File: config.mk
export PLATFORM = sky130hd
export DESIGN_NAME = ma_mem_sequencer_flat
export DESIGN_NICKNAME = d
export VERILOG_FILES = /design/src/rtl/ma_mem_sequencer_pkg.sv /design/src/rtl/ma_mem_sequencer_if.sv /design/src/rtl/ma_byte_lane_align.sv /design/src/rtl/ma_mem_sequencer.sv /design/src/flat_wrapper.sv
export SDC_FILE = /design/constraint.sdc
export NUM_CORES = 1
export LEC_CHECK = 0
export ABC_AREA = 1
export BUFFER_PORTS_ARGS = -buffer_cell sky130_fd_sc_hd__buf_2
export CAP_MARGIN = 30
export CORE_MARGIN = 5
export CORE_UTILIZATION = 53
export DETAILED_ROUTE_END_ITERATION = 7
export GPL_TIMING_DRIVEN = 0
export PLACE_DENSITY = 0.86
export SYNTH_ARGS = -nofsm -noshare
export SYNTH_HDL_FRONTEND = slang
export SYNTH_SLANG_ARGS = --single-unit
File: constraint.sdc
create_clock -name inClk -period 2.22 [get_ports inClk]
set_input_delay 0.111 -clock inClk [delete_from_list [all_inputs] [get_ports inClk]]
set_output_delay 0.111 -clock inClk [all_outputs]
set_load 0.01 [all_outputs]
File: src/rtl/ma_mem_sequencer_pkg.sv
//==============================================================================
// vcpu32_pkg : shared MA-stage size codes, trap codes and sequencer states
// Rev 1.0
//==============================================================================
`default_nettype none

package vcpu32_pkg;

  localparam logic [1:0] c_SIZE_BYTE = 2'b00;
  localparam logic [1:0] c_SIZE_HALF = 2'b01;
  localparam logic [1:0] c_SIZE_WORD = 2'b10;
  localparam logic [1:0] c_SIZE_ILL  = 2'b11;

  localparam logic [1:0] c_TRAP_NONE     = 2'b00;
  localparam logic [1:0] c_TRAP_MISALIGN = 2'b01;
  localparam logic [1:0] c_TRAP_TIMEOUT  = 2'b10;
  localparam logic [1:0] c_TRAP_ILLEGAL  = 2'b11;

  typedef enum logic [1:0] {
    IDLE = 2'd0,
    BUSY = 2'd1,
    DONE = 2'd2,
    TRAP = 2'd3
  } ma_seq_state_t;

endpackage

`default_nettype wire

File: src/rtl/ma_mem_sequencer_if.sv
//==============================================================================
// ma_mem_sequencer_if : pipeline request/response and memory port bundle
// Rev 1.0
//==============================================================================
`default_nettype none

interface ma_mem_sequencer_if #(parameter int WORD_LENGTH = 32);
  logic                   inReqValid;
  logic                   inReqWrite;
  logic [1:0]             inReqSize;
  logic [WORD_LENGTH-1:0] inReqAdr;
  logic [WORD_LENGTH-1:0] inReqData;
  logic                   inFlush;
  logic                   outStall;
  logic                   outRespValid;
  logic [WORD_LENGTH-1:0] outRespData;
  logic                   outTrap;
  logic [1:0]             outTrapCode;
  logic                   outMemReq;
  logic                   outMemWrite;
  logic [WORD_LENGTH-1:0] outMemAdr;
  logic [3:0]             outMemByteEn;
  logic [WORD_LENGTH-1:0] outMemWData;
  logic                   inMemAck;
  logic [WORD_LENGTH-1:0] inMemRData;

  // Sequencer view
  modport master (
    input  inReqValid, inReqWrite, inReqSize, inReqAdr, inReqData, inFlush,
    input  inMemAck, inMemRData,
    output outStall, outRespValid, outRespData, outTrap, outTrapCode,
    output outMemReq, outMemWrite, outMemAdr, outMemByteEn, outMemWData
  );

  // Pipeline + memory view
  modport slave (
    output inReqValid, inReqWrite, inReqSize, inReqAdr, inReqData, inFlush,
    output inMemAck, inMemRData,
    input  outStall, outRespValid, outRespData, outTrap, outTrapCode,
    input  outMemReq, outMemWrite, outMemAdr, outMemByteEn, outMemWData
  );
endinterface

`default_nettype wire

File: src/rtl/ma_byte_lane_align.sv
//==============================================================================
// ma_byte_lane_align : big-endian byte enables, store replication, load extract
// Rev 1.0
//==============================================================================
`default_nettype none

module ma_byte_lane_align
  import vcpu32_pkg::*;
#(
  parameter int WORD_LENGTH = 32
) (
  input  wire logic [1:0]             i_size,
  input  wire logic [1:0]             i_off,
  input  wire logic [WORD_LENGTH-1:0] i_wdata,
  input  wire logic [WORD_LENGTH-1:0] i_rdata,
  output logic      [3:0]             o_byte_en,
  output logic      [WORD_LENGTH-1:0] o_wdata,
  output logic      [WORD_LENGTH-1:0] o_rdata
);

  always_comb begin
    o_byte_en = 4'b1111;
    o_wdata   = i_wdata;
    o_rdata   = '0;
    case (i_size)
      c_SIZE_BYTE: begin
        o_byte_en = 4'b1000 >> i_off;
        o_wdata   = {(WORD_LENGTH/8){i_wdata[7:0]}};
        // Offset 0 is the most significant lane.
        case (i_off)
          2'd0:    o_rdata[7:0] = i_rdata[WORD_LENGTH-1  -: 8];
          2'd1:    o_rdata[7:0] = i_rdata[WORD_LENGTH-9  -: 8];
          2'd2:    o_rdata[7:0] = i_rdata[WORD_LENGTH-17 -: 8];
          default: o_rdata[7:0] = i_rdata[WORD_LENGTH-25 -: 8];
        endcase
      end
      c_SIZE_HALF: begin
        o_byte_en = i_off[1] ? 4'b0011 : 4'b1100;
        o_wdata   = {(WORD_LENGTH/16){i_wdata[15:0]}};
        o_rdata[15:0] = i_off[1] ? i_rdata[WORD_LENGTH-17 -: 16]
                                 : i_rdata[WORD_LENGTH-1  -: 16];
      end
      default: o_rdata = i_rdata;
    endcase
  end

endmodule

`default_nettype wire

File: src/rtl/ma_mem_sequencer.sv
//==============================================================================
// ma_mem_sequencer : MA-stage load/store sequencer with req/ack memory handshake
// Optional bus timeout trap: define MA_SEQ_TIMEOUT_EN.   Rev 1.0
//==============================================================================
`default_nettype none

module ma_mem_sequencer
  import vcpu32_pkg::*;
#(
  parameter int WORD_LENGTH    = 32,
  parameter int TIMEOUT_CYCLES = 255
) (
  input wire logic            inClk,
  input wire logic            inRst,
  ma_mem_sequencer_if.master  bus
);

  ma_seq_state_t          r_state, w_next;
  logic                   r_flushed;
  logic                   r_write;
  logic [1:0]             r_size, r_off, r_trap_code;
  logic [WORD_LENGTH-1:2] r_adr;
  logic [WORD_LENGTH-1:0] r_wdata, r_rdata;
  logic [1:0]             w_chk_code;
  logic                   w_accept, w_busy, w_tmo_hit;
  logic [3:0]             w_byte_en;
  logic [WORD_LENGTH-1:0] w_wdata_rep, w_rdata_ext;

  if (TIMEOUT_CYCLES < 1) begin : g_chk_timeout
    $error("TIMEOUT_CYCLES must be at least 1");
  end

  assign w_accept = (r_state == IDLE) & bus.inReqValid & ~bus.inFlush;
  assign w_busy   = (r_state == BUSY);

  always_comb begin
    w_chk_code = c_TRAP_NONE;
    if (bus.inReqSize == c_SIZE_ILL)
      w_chk_code = c_TRAP_ILLEGAL;
    else if (((bus.inReqSize == c_SIZE_HALF) && bus.inReqAdr[0]) ||
             ((bus.inReqSize == c_SIZE_WORD) && (bus.inReqAdr[1:0] != 2'b00)))
      w_chk_code = c_TRAP_MISALIGN;
  end

`ifdef MA_SEQ_TIMEOUT_EN
  localparam int CNT_W = ($clog2(TIMEOUT_CYCLES + 1) > 8) ? $clog2(TIMEOUT_CYCLES + 1) : 8;
  logic [CNT_W-1:0] r_tmo_cnt;

  // Limit reached on the TIMEOUT_CYCLES-th BUSY cycle; an ack in that cycle wins.
  assign w_tmo_hit = (r_tmo_cnt == CNT_W'(TIMEOUT_CYCLES - 1));

  always_ff @(posedge inClk or negedge inRst) begin
    if (!inRst)                         r_tmo_cnt <= '0;
    else if (w_accept)                  r_tmo_cnt <= '0;
    else if (w_busy && !bus.inMemAck)   r_tmo_cnt <= r_tmo_cnt + 1'b1;
  end
`else
  assign w_tmo_hit = 1'b0;
`endif

  ma_byte_lane_align #(.WORD_LENGTH(WORD_LENGTH)) u_lane (
    .i_size    (r_size),
    .i_off     (r_off),
    .i_wdata   (r_wdata),
    .i_rdata   (bus.inMemRData),
    .o_byte_en (w_byte_en),
    .o_wdata   (w_wdata_rep),
    .o_rdata   (w_rdata_ext)
  );

  always_ff @(posedge inClk or negedge inRst) begin
    if (!inRst) r_state <= IDLE;
    else        r_state <= w_next;
  end

  always_comb begin
    w_next            = r_state;
    bus.outStall      = w_accept | w_busy;
    bus.outMemReq     = w_busy;
    bus.outMemWrite   = w_busy & r_write;
    bus.outMemAdr     = w_busy ? {r_adr, 2'b00} : '0;
    bus.outMemByteEn  = w_busy ? w_byte_en : 4'b0000;
    bus.outMemWData   = w_busy ? w_wdata_rep : '0;
    bus.outRespValid  = 1'b0;
    bus.outRespData   = '0;
    bus.outTrap       = 1'b0;
    bus.outTrapCode   = c_TRAP_NONE;
    case (r_state)
      IDLE: if (w_accept) w_next = (w_chk_code != c_TRAP_NONE) ? TRAP : BUSY;
      BUSY: begin
        if (bus.inMemAck)   w_next = DONE;
        else if (w_tmo_hit) w_next = TRAP;
      end
      DONE: begin
        w_next           = IDLE;
        bus.outRespValid = ~r_flushed & ~bus.inFlush;
        bus.outRespData  = r_rdata;
      end
      TRAP: begin
        w_next       = IDLE;
        bus.outTrap  = ~r_flushed & ~bus.inFlush;
        bus.outTrapCode = bus.outTrap ? r_trap_code : c_TRAP_NONE;
      end
      default: w_next = IDLE;
    endcase
  end

  always_ff @(posedge inClk or negedge inRst) begin
    if (!inRst) begin
      r_flushed   <= 1'b0;
      r_write     <= 1'b0;
      r_size      <= c_SIZE_BYTE;
      r_off       <= 2'b00;
      r_trap_code <= c_TRAP_NONE;
      r_adr       <= '0;
      r_wdata     <= '0;
      r_rdata     <= '0;
    end else begin
      case (r_state)
        IDLE: if (w_accept) begin
          r_write     <= bus.inReqWrite;
          r_size      <= bus.inReqSize;
          r_off       <= bus.inReqAdr[1:0];
          r_adr       <= bus.inReqAdr[WORD_LENGTH-1:2];
          r_wdata     <= bus.inReqData;
          r_trap_code <= w_chk_code;
        end
        BUSY: begin
          // A squashed access still completes its handshake; only the response is dropped.
          r_flushed <= r_flushed | bus.inFlush;
          if (bus.inMemAck)   r_rdata     <= r_write ? '0 : w_rdata_ext;
          else if (w_tmo_hit) r_trap_code <= c_TRAP_TIMEOUT;
        end
        default: r_flushed <= 1'b0;
      endcase
    end
  end

endmodule

`default_nettype wire

File: src/flat_wrapper.sv
// flat-port wrapper written by rule: the top's interface ports become plain ports
module ma_mem_sequencer_flat import vcpu32_pkg::*;
#(
  parameter int WORD_LENGTH    = 32,
  parameter int TIMEOUT_CYCLES = 255
)
  (inClk, inRst, bus_inReqValid, bus_inReqWrite, bus_inReqSize, bus_inReqAdr, bus_inReqData, bus_inFlush, bus_inMemAck, bus_inMemRData, bus_outStall, bus_outRespValid, bus_outRespData, bus_outTrap, bus_outTrapCode, bus_outMemReq, bus_outMemWrite, bus_outMemAdr, bus_outMemByteEn, bus_outMemWData);
  ma_mem_sequencer_if #(.WORD_LENGTH(WORD_LENGTH)) bus_i ();
  input wire logic inClk;
  input wire logic inRst;
  input wire logic [$bits(bus_i.inReqValid)-1:0] bus_inReqValid;
  input wire logic [$bits(bus_i.inReqWrite)-1:0] bus_inReqWrite;
  input wire logic [$bits(bus_i.inReqSize)-1:0] bus_inReqSize;
  input wire logic [$bits(bus_i.inReqAdr)-1:0] bus_inReqAdr;
  input wire logic [$bits(bus_i.inReqData)-1:0] bus_inReqData;
  input wire logic [$bits(bus_i.inFlush)-1:0] bus_inFlush;
  input wire logic [$bits(bus_i.inMemAck)-1:0] bus_inMemAck;
  input wire logic [$bits(bus_i.inMemRData)-1:0] bus_inMemRData;
  output wire logic [$bits(bus_i.outStall)-1:0] bus_outStall;
  output wire logic [$bits(bus_i.outRespValid)-1:0] bus_outRespValid;
  output wire logic [$bits(bus_i.outRespData)-1:0] bus_outRespData;
  output wire logic [$bits(bus_i.outTrap)-1:0] bus_outTrap;
  output wire logic [$bits(bus_i.outTrapCode)-1:0] bus_outTrapCode;
  output wire logic [$bits(bus_i.outMemReq)-1:0] bus_outMemReq;
  output wire logic [$bits(bus_i.outMemWrite)-1:0] bus_outMemWrite;
  output wire logic [$bits(bus_i.outMemAdr)-1:0] bus_outMemAdr;
  output wire logic [$bits(bus_i.outMemByteEn)-1:0] bus_outMemByteEn;
  output wire logic [$bits(bus_i.outMemWData)-1:0] bus_outMemWData;
  assign bus_i.inReqValid = bus_inReqValid;
  assign bus_i.inReqWrite = bus_inReqWrite;
  assign bus_i.inReqSize = bus_inReqSize;
  assign bus_i.inReqAdr = bus_inReqAdr;
  assign bus_i.inReqData = bus_inReqData;
  assign bus_i.inFlush = bus_inFlush;
  assign bus_i.inMemAck = bus_inMemAck;
  assign bus_i.inMemRData = bus_inMemRData;
  assign bus_outStall = bus_i.outStall;
  assign bus_outRespValid = bus_i.outRespValid;
  assign bus_outRespData = bus_i.outRespData;
  assign bus_outTrap = bus_i.outTrap;
  assign bus_outTrapCode = bus_i.outTrapCode;
  assign bus_outMemReq = bus_i.outMemReq;
  assign bus_outMemWrite = bus_i.outMemWrite;
  assign bus_outMemAdr = bus_i.outMemAdr;
  assign bus_outMemByteEn = bus_i.outMemByteEn;
  assign bus_outMemWData = bus_i.outMemWData;
  ma_mem_sequencer #(.WORD_LENGTH(WORD_LENGTH), .TIMEOUT_CYCLES(TIMEOUT_CYCLES)) u_core (.inClk(inClk), .inRst(inRst), .bus(bus_i));
endmodule
# Word-level counts from Yosys, hierarchy flattened
# Index checks and enable logic that the tools add are counted.
# Widths: inputs -> output; s select.
[totals] regBits=104 inputBits=104 out_inout_bits=107 elab_cells=66
[classes] n_eq_ne=11 n_shift=1 mux=24 bitwise_logic=8 n_reduce_logical=13
[op_table] operator="$mux 32" n=4
[op_table] operator="$pmux 32 s2" n=1
[op_table] operator="$mux 16" n=2
[op_table] operator="$pmux 8 s2" n=2
[op_table] operator="$pmux 8 s3" n=1
[op_table] operator="$mux 2" n=6
[op_table] operator="$eq 2x2->1 const B" n=5
[op_table] operator="$eq 2x1->1 const B" n=4
[op_table] operator="$mux 4" n=2
[op_table] operator="$pmux 4 s2" n=1
[op_table] operator="$logic_not 2->1" n=3
[op_table] operator="$pmux 2 s3" n=1
[op_table] operator="$reduce_and 2->1" n=3
[op_table] operator="$and 1x1->1" n=4
[op_table] operator="$reduce_bool 2->1" n=2
[op_table] operator="$reduce_or 2->1" n=2
[op_table] operator="$shr 4x2->4 const A" n=1
[op_table] operator="$mux 1" n=3
[op_table] operator="$logic_and 1x1->1" n=2
[op_table] operator="$ne 2x1->1 const B" n=1
[op_table] operator="$ne 2x2->1 const B" n=1
[op_table] operator="$not 1->1" n=2
[op_table] operator="$or 1x1->1" n=2
[op_table] operator="$pmux 1 s2" n=1
[op_table] operator="$logic_or 1x1->1" n=1

# Depth between registers and ports, before layout
[logic_depth] depth_word=9 ltp_mapped=8 ltp_nobuf=7

# Cells and area by module
# A second synthesis with hierarchy kept.
[hier_totals] cells_unflattened=905 hier_area_um2=6010.8
[modules_own_cells] module="ma_mem_sequencer" n_inst=1 cells_per_inst=644 area_per_inst_um2=4845.9 seq_area_each_um2=2602.5
[modules_own_cells] module="ma_byte_lane_align" n_inst=1 cells_per_inst=261 area_per_inst_um2=1164.9 seq_area_each_um2=0.0

# Worst setup path after synthesis
# Ideal clock, no wire load.
[synth_timing] kind="register to output" startpoint="reg u_core.r_state[1]" endpoint="out bus_outMemWData[22]" arrival_ns=1.161 required_ns=2.109 setup_slack_ns=0.948 path_stages_with_launch=6 path_buffers=2 path_cell_list="dfrtp_1 > nor2_4 > buf_4 > buf_4 > o21ai_0 > a21oi_1"
[synth_between] elab_chain_cells=2
[synth_rtl] item="from (decl)" line_no="ma_mem_sequencer.sv:18" text="ma_seq_state_t r_state, w_next;"
[synth_rtl] item="from (signal assigned)" line_no="ma_mem_sequencer.sv:73" text="else r_state <= w_next;"
[synth_rtl] item="$eq 2x1->1" line_no="ma_mem_sequencer.sv:34" text="assign w_busy = (r_state == BUSY);"
[synth_rtl] item="named net bus_outMemReq" line_no="flat_wrapper.sv:24" text="output wire logic [$bits(bus_i.outMemReq)-1:0] bus_outMemReq;"
[synth_rtl] item="$mux 32" line_no="ma_mem_sequencer.sv:83" text="bus.outMemWData = w_busy ? w_wdata_rep : '0;"
[synth_rtl] item="to (decl)" line_no="flat_wrapper.sv:28" text="output wire logic [$bits(bus_i.outMemWData)-1:0] bus_outMemWData;"
# The timed path passes the listed nets, and every way through them passes these cells.

# Worst setup path in the final report
[layout_timing] startpoint="reg u_core.r_size[1]" endpoint="out bus_outMemWData[30]"
[layout_between] elab_chain_cells=3 word_cells_on_any_way=4 classes_between="eq/ne (1); mux (2); reduce/logical (1)"
[layout_rtl] item="from (decl)" line_no="ma_mem_sequencer.sv:21" text="logic [1:0] r_size, r_off, r_trap_code;"
[layout_rtl] item="from (signal assigned)" line_no="ma_mem_sequencer.sv:112" text="r_size <= c_SIZE_BYTE;"
[layout_rtl] item="from (signal assigned)" line_no="ma_mem_sequencer.sv:122" text="r_size <= bus.inReqSize;"
[layout_rtl] item="$eq 2x1->1 / $logic_not 2->1 (equally long branches)" line_no="ma_byte_lane_align.sv:25" text="case (i_size)"
[layout_rtl] item="$pmux 32 s2 *" line_no="ma_byte_lane_align.sv:25"
[layout_rtl] item="$mux 32 *" line_no="ma_mem_sequencer.sv:83"
# Every way passes the cells marked *; elsewhere a longest branch is shown, timed or not.

==> results <==
- The maximum ir drop on the vdd rail is 506 uV.
- The post-synthesis register bit count is 104.
- For this block, the initial DRC count from the detailed router was 622.
- The number of endpoints with negative hold slack in the final report came to 0.
- The number of global-route vias before repair is 6,458.
- The number of sinks driven by the clock tree is 104.
- The kind of critical path is reg -> out.
- In this run the worst hold path is classified as in -> reg.
- The clock period could shrink to 2100 ps.
- Based on the critical path, the design can be clocked at up to 477 MHz.
- The largest clock skew in the final design is 9.06 ps.
- The die footprint is 12,400 um^2.
- Cells with a size suffix above 1 make up 25.8% of the layout.
- The total number of vias is 6,331.
- The number of distinct library cells after synthesis is 24.
- The power density relative to cell area is 886 nW/um^2.
- For this run, design rule violations remaining after detail routing come to 0.
- The critical path launch point type is a flop.
- The area after detailed placement is 6680 um^2.
- The global-route wire length before repair is 32,100 um.
- In this run, placement finished with an instance count of 1,108.
- The I/O pin total is 211.
- The share of synthesized area occupied by flip-flops and latches is 47.9%.
- The cell count after synthesis came out at 762.
- The pin slew with the least headroom to its limit is 619 ps.
- The clock tree from TritonCTS is done.
- The remaining global-route overflow is 0.
- The mapped netlist covers 5440 um^2.
- The clock insertion delay at the later pin of the skew report is 360 ps.
- The H-tree was split into 3 levels.
- The kind of end point of the critical path is a primary output.
- Averaged over all synthesized cells, the footprint is 7.14 um^2.
- The flow ran to the end, and the final reports show no timing, DRC or antenna violations.
- TritonCTS created 9 clock buffers.
- The number of antenna violations at the first check in global routing is 0.
- Setup violations remaining at the end of the flow were counted as 0.
- The clock slew at the register clock pins of the worst setup and hold paths is 100 ps.
- The overall power is 6700 uW.
- The effective utilization at floorplan is 53.4%.
- The layout net count is 1,155.
- The share of the clock period used by the worst path after layout is 94.5%.
- The height of the die is 111 um.
- The fraction of the core area covered by cells at the end of the flow is 74.3%.
- The total count of max-transition violations in the final report came to 0.
- The clock tree root buffer cell is sky130_fd_sc_hd__clkbuf_8.
- The routability congestion estimate from global placement is 0.883.
- At the worst endpoint, the required time is 2110 ps.
- The count of maximum capacitance violations is 0.
- Global routing used 32.0% of the available tracks across all layers.
- The final design instance area without fill is 7560 um^2.
- Setup repair after global routing left no endpoint under its margin.
- The antenna cell count is 0.
- Entering global routing, the biggest net connects 71 pins.
- The floorplan has 37 rows.
- After the flow finishes, the layout carries non-filler instances totaling 1,191.
- The leakage power is 0.00429 uW.
- The clock passes through at most 2 buffers.
- From synthesis to final layout, the design area changed by 39.1%.
- The area of the core is 10,200 um^2.
- After detailed routing, the number of vias per cell comes to 5.32.
- Summed over all layers, the routed wires come to 19,900 um.
- The routed length per placed instance is 16.7 um.
- Once detail routing completed, the nets flagged for antenna violations numbered 0.
- The maximum fanout along the worst path is 10.
- The worst slew slack as a fraction of its limit is 58.7%.
- The number of iterations in the first detailed-routing pass is 5.
- The data arrival time of the worst path is 1990 ps.
- During placement, the flow inserted port buffers numbering 208.
- Once detailed placement completed, the half-perimeter wirelength came to 12,500 um.
- The horizontal die dimension is 111 um.
- Yosys printed 0 warnings.
[kinds of logic (layout without fill, tap and decap cells)]
family                 Yosys count  after routing  synth area share, %
AO/OA/AOI/OAI                  109            109                 10.3
buffers and inverters          151            443                 12.8
flip-flops                     104            104                 47.9
other                            1              2               0.0690
AND/OR/NAND/NOR                397            397                 29.0
[power by group]
| group | total [uW] | internal, uW | switching [uW] |
|---|---|---|---|
| sequential | 2820 | 2510 | 314 |
| combinational | 2620 | 932 | 1690 |
| clock | 1260 | 537 | 723 |
[synthesized netlist by cell type (all sizes together)]
cell      n  share of area, %
nand2   242                17
nor2    127               9.3
inv     112               7.7
dfrtp   104                48
o21ai    87               8.1
buf      28               4.3
nand3    25               2.4
a21oi    13               1.2
clkbuf   11              0.76
o22ai     8              0.92
nor3b     2              0.28
conb      1             0.069
nand4     1              0.23
o211ai    1              0.14
[placed cells by master (no fill, tap or decap), types with 5 or more instances in the layout]
cell type | netlist | routed
sky130_fd_sc_hd__nand2_1 | 240 | 240
sky130_fd_sc_hd__buf_2 | 9 | 216
sky130_fd_sc_hd__nor2_1 | 120 | 120
sky130_fd_sc_hd__inv_1 | 105 | 105
sky130_fd_sc_hd__dfrtp_1 | 104 | 104
sky130_fd_sc_hd__dlygate4sd3_1 | 0 | 68
sky130_fd_sc_hd__o21ai_1 | 42 | 43
sky130_fd_sc_hd__o21ai_0 | 44 | 43
sky130_fd_sc_hd__nand3_1 | 24 | 24
sky130_fd_sc_hd__a21oi_1 | 13 | 13
sky130_fd_sc_hd__clkbuf_1 | 11 | 10
sky130_fd_sc_hd__buf_6 | 10 | 10
sky130_fd_sc_hd__buf_4 | 8 | 9
sky130_fd_sc_hd__clkbuf_8 | 0 | 9
sky130_fd_sc_hd__o22ai_1 | 8 | 8
sky130_fd_sc_hd__inv_2 | 7 | 7
sky130_fd_sc_hd__nor2_2 | 5 | 5
[per-layer routing]
layer / up-vias / part of all wire, % / GRT usage, %
met5: - / 0 / 0
met4: 0 / 5.3 / 16.7
met3: 107 / 11 / 7.64
met2: 482 / 47 / 53.9
met1: 2857 / 37 / 37.8
li1: 2885 / - / -
[registers in the layout, summed over array words and instances, names as in the netlist]
signal,flops
u_core.r_rdata,32
u_core.r_off,2
u_core.r_adr,30
u_core.r_state,2
u_core.r_trap_code,2
u_core.r_flushed,1
u_core.r_wdata,32
u_core.r_size,2
u_core.r_write,1
[timing repair]
action / in CTS / in global routing
setup endpoints to repair: 0 / 2
gates resized for setup: 0 / 3
hold buffers: 68 / 0
endpoints found under the hold margin: 101 / 0
buffers inserted: 0 / 0
[final cells by class]
class                      count  area (um^2)
buffer                        39          275
timing repair buffer         277         1750
multi-input combinational    508         2140
clock buffer                   9          124
sequential                   104         2600
tap                          136          170
inverter                     112          420
fill                         734         2620
clock inverter                 6         76.3
[metrics by stage]
step	setup TNS (ps)	hold slack, ps	setup slack [ps]
floorplan	0	-185	948
global placement	-4670	310	-53.4
detailed placement	0	102	557
CTS	0	2.49	140
global route	0	11.1	34.0
finish	0	9.28	122
[worst max-delay path, stage by stage, from the launching register on]
cell and delay (ps):
sky130_fd_sc_hd__dfrtp_1 440, sky130_fd_sc_hd__nor2_1 210, sky130_fd_sc_hd__buf_4 240, sky130_fd_sc_hd__inv_2 110
sky130_fd_sc_hd__o21ai_0 320, sky130_fd_sc_hd__nor2_1 150, sky130_fd_sc_hd__buf_2 170
[path summary, 6_finish.rpt]
kind                                         start                  end  slack, ps  cells past startpoint
worst max-delay path              u_core.r_size[1]  bus_outMemWData[30]        120                      6
worst min-delay path            bus_inMemRData[20]   u_core.r_rdata[20]          9                      3
worst max register to register   u_core.r_state[1]    u_core.r_wdata[5]        660                      6
worst min register to register  u_core.r_wdata[17]   u_core.r_wdata[17]        490                      2
max in group asynchronous                    inRst     u_core.r_size[1]       1300                      3
min in group asynchronous                    inRst   u_core.r_rdata[26]        230                      2
Power figures use the tool's default switching activity.
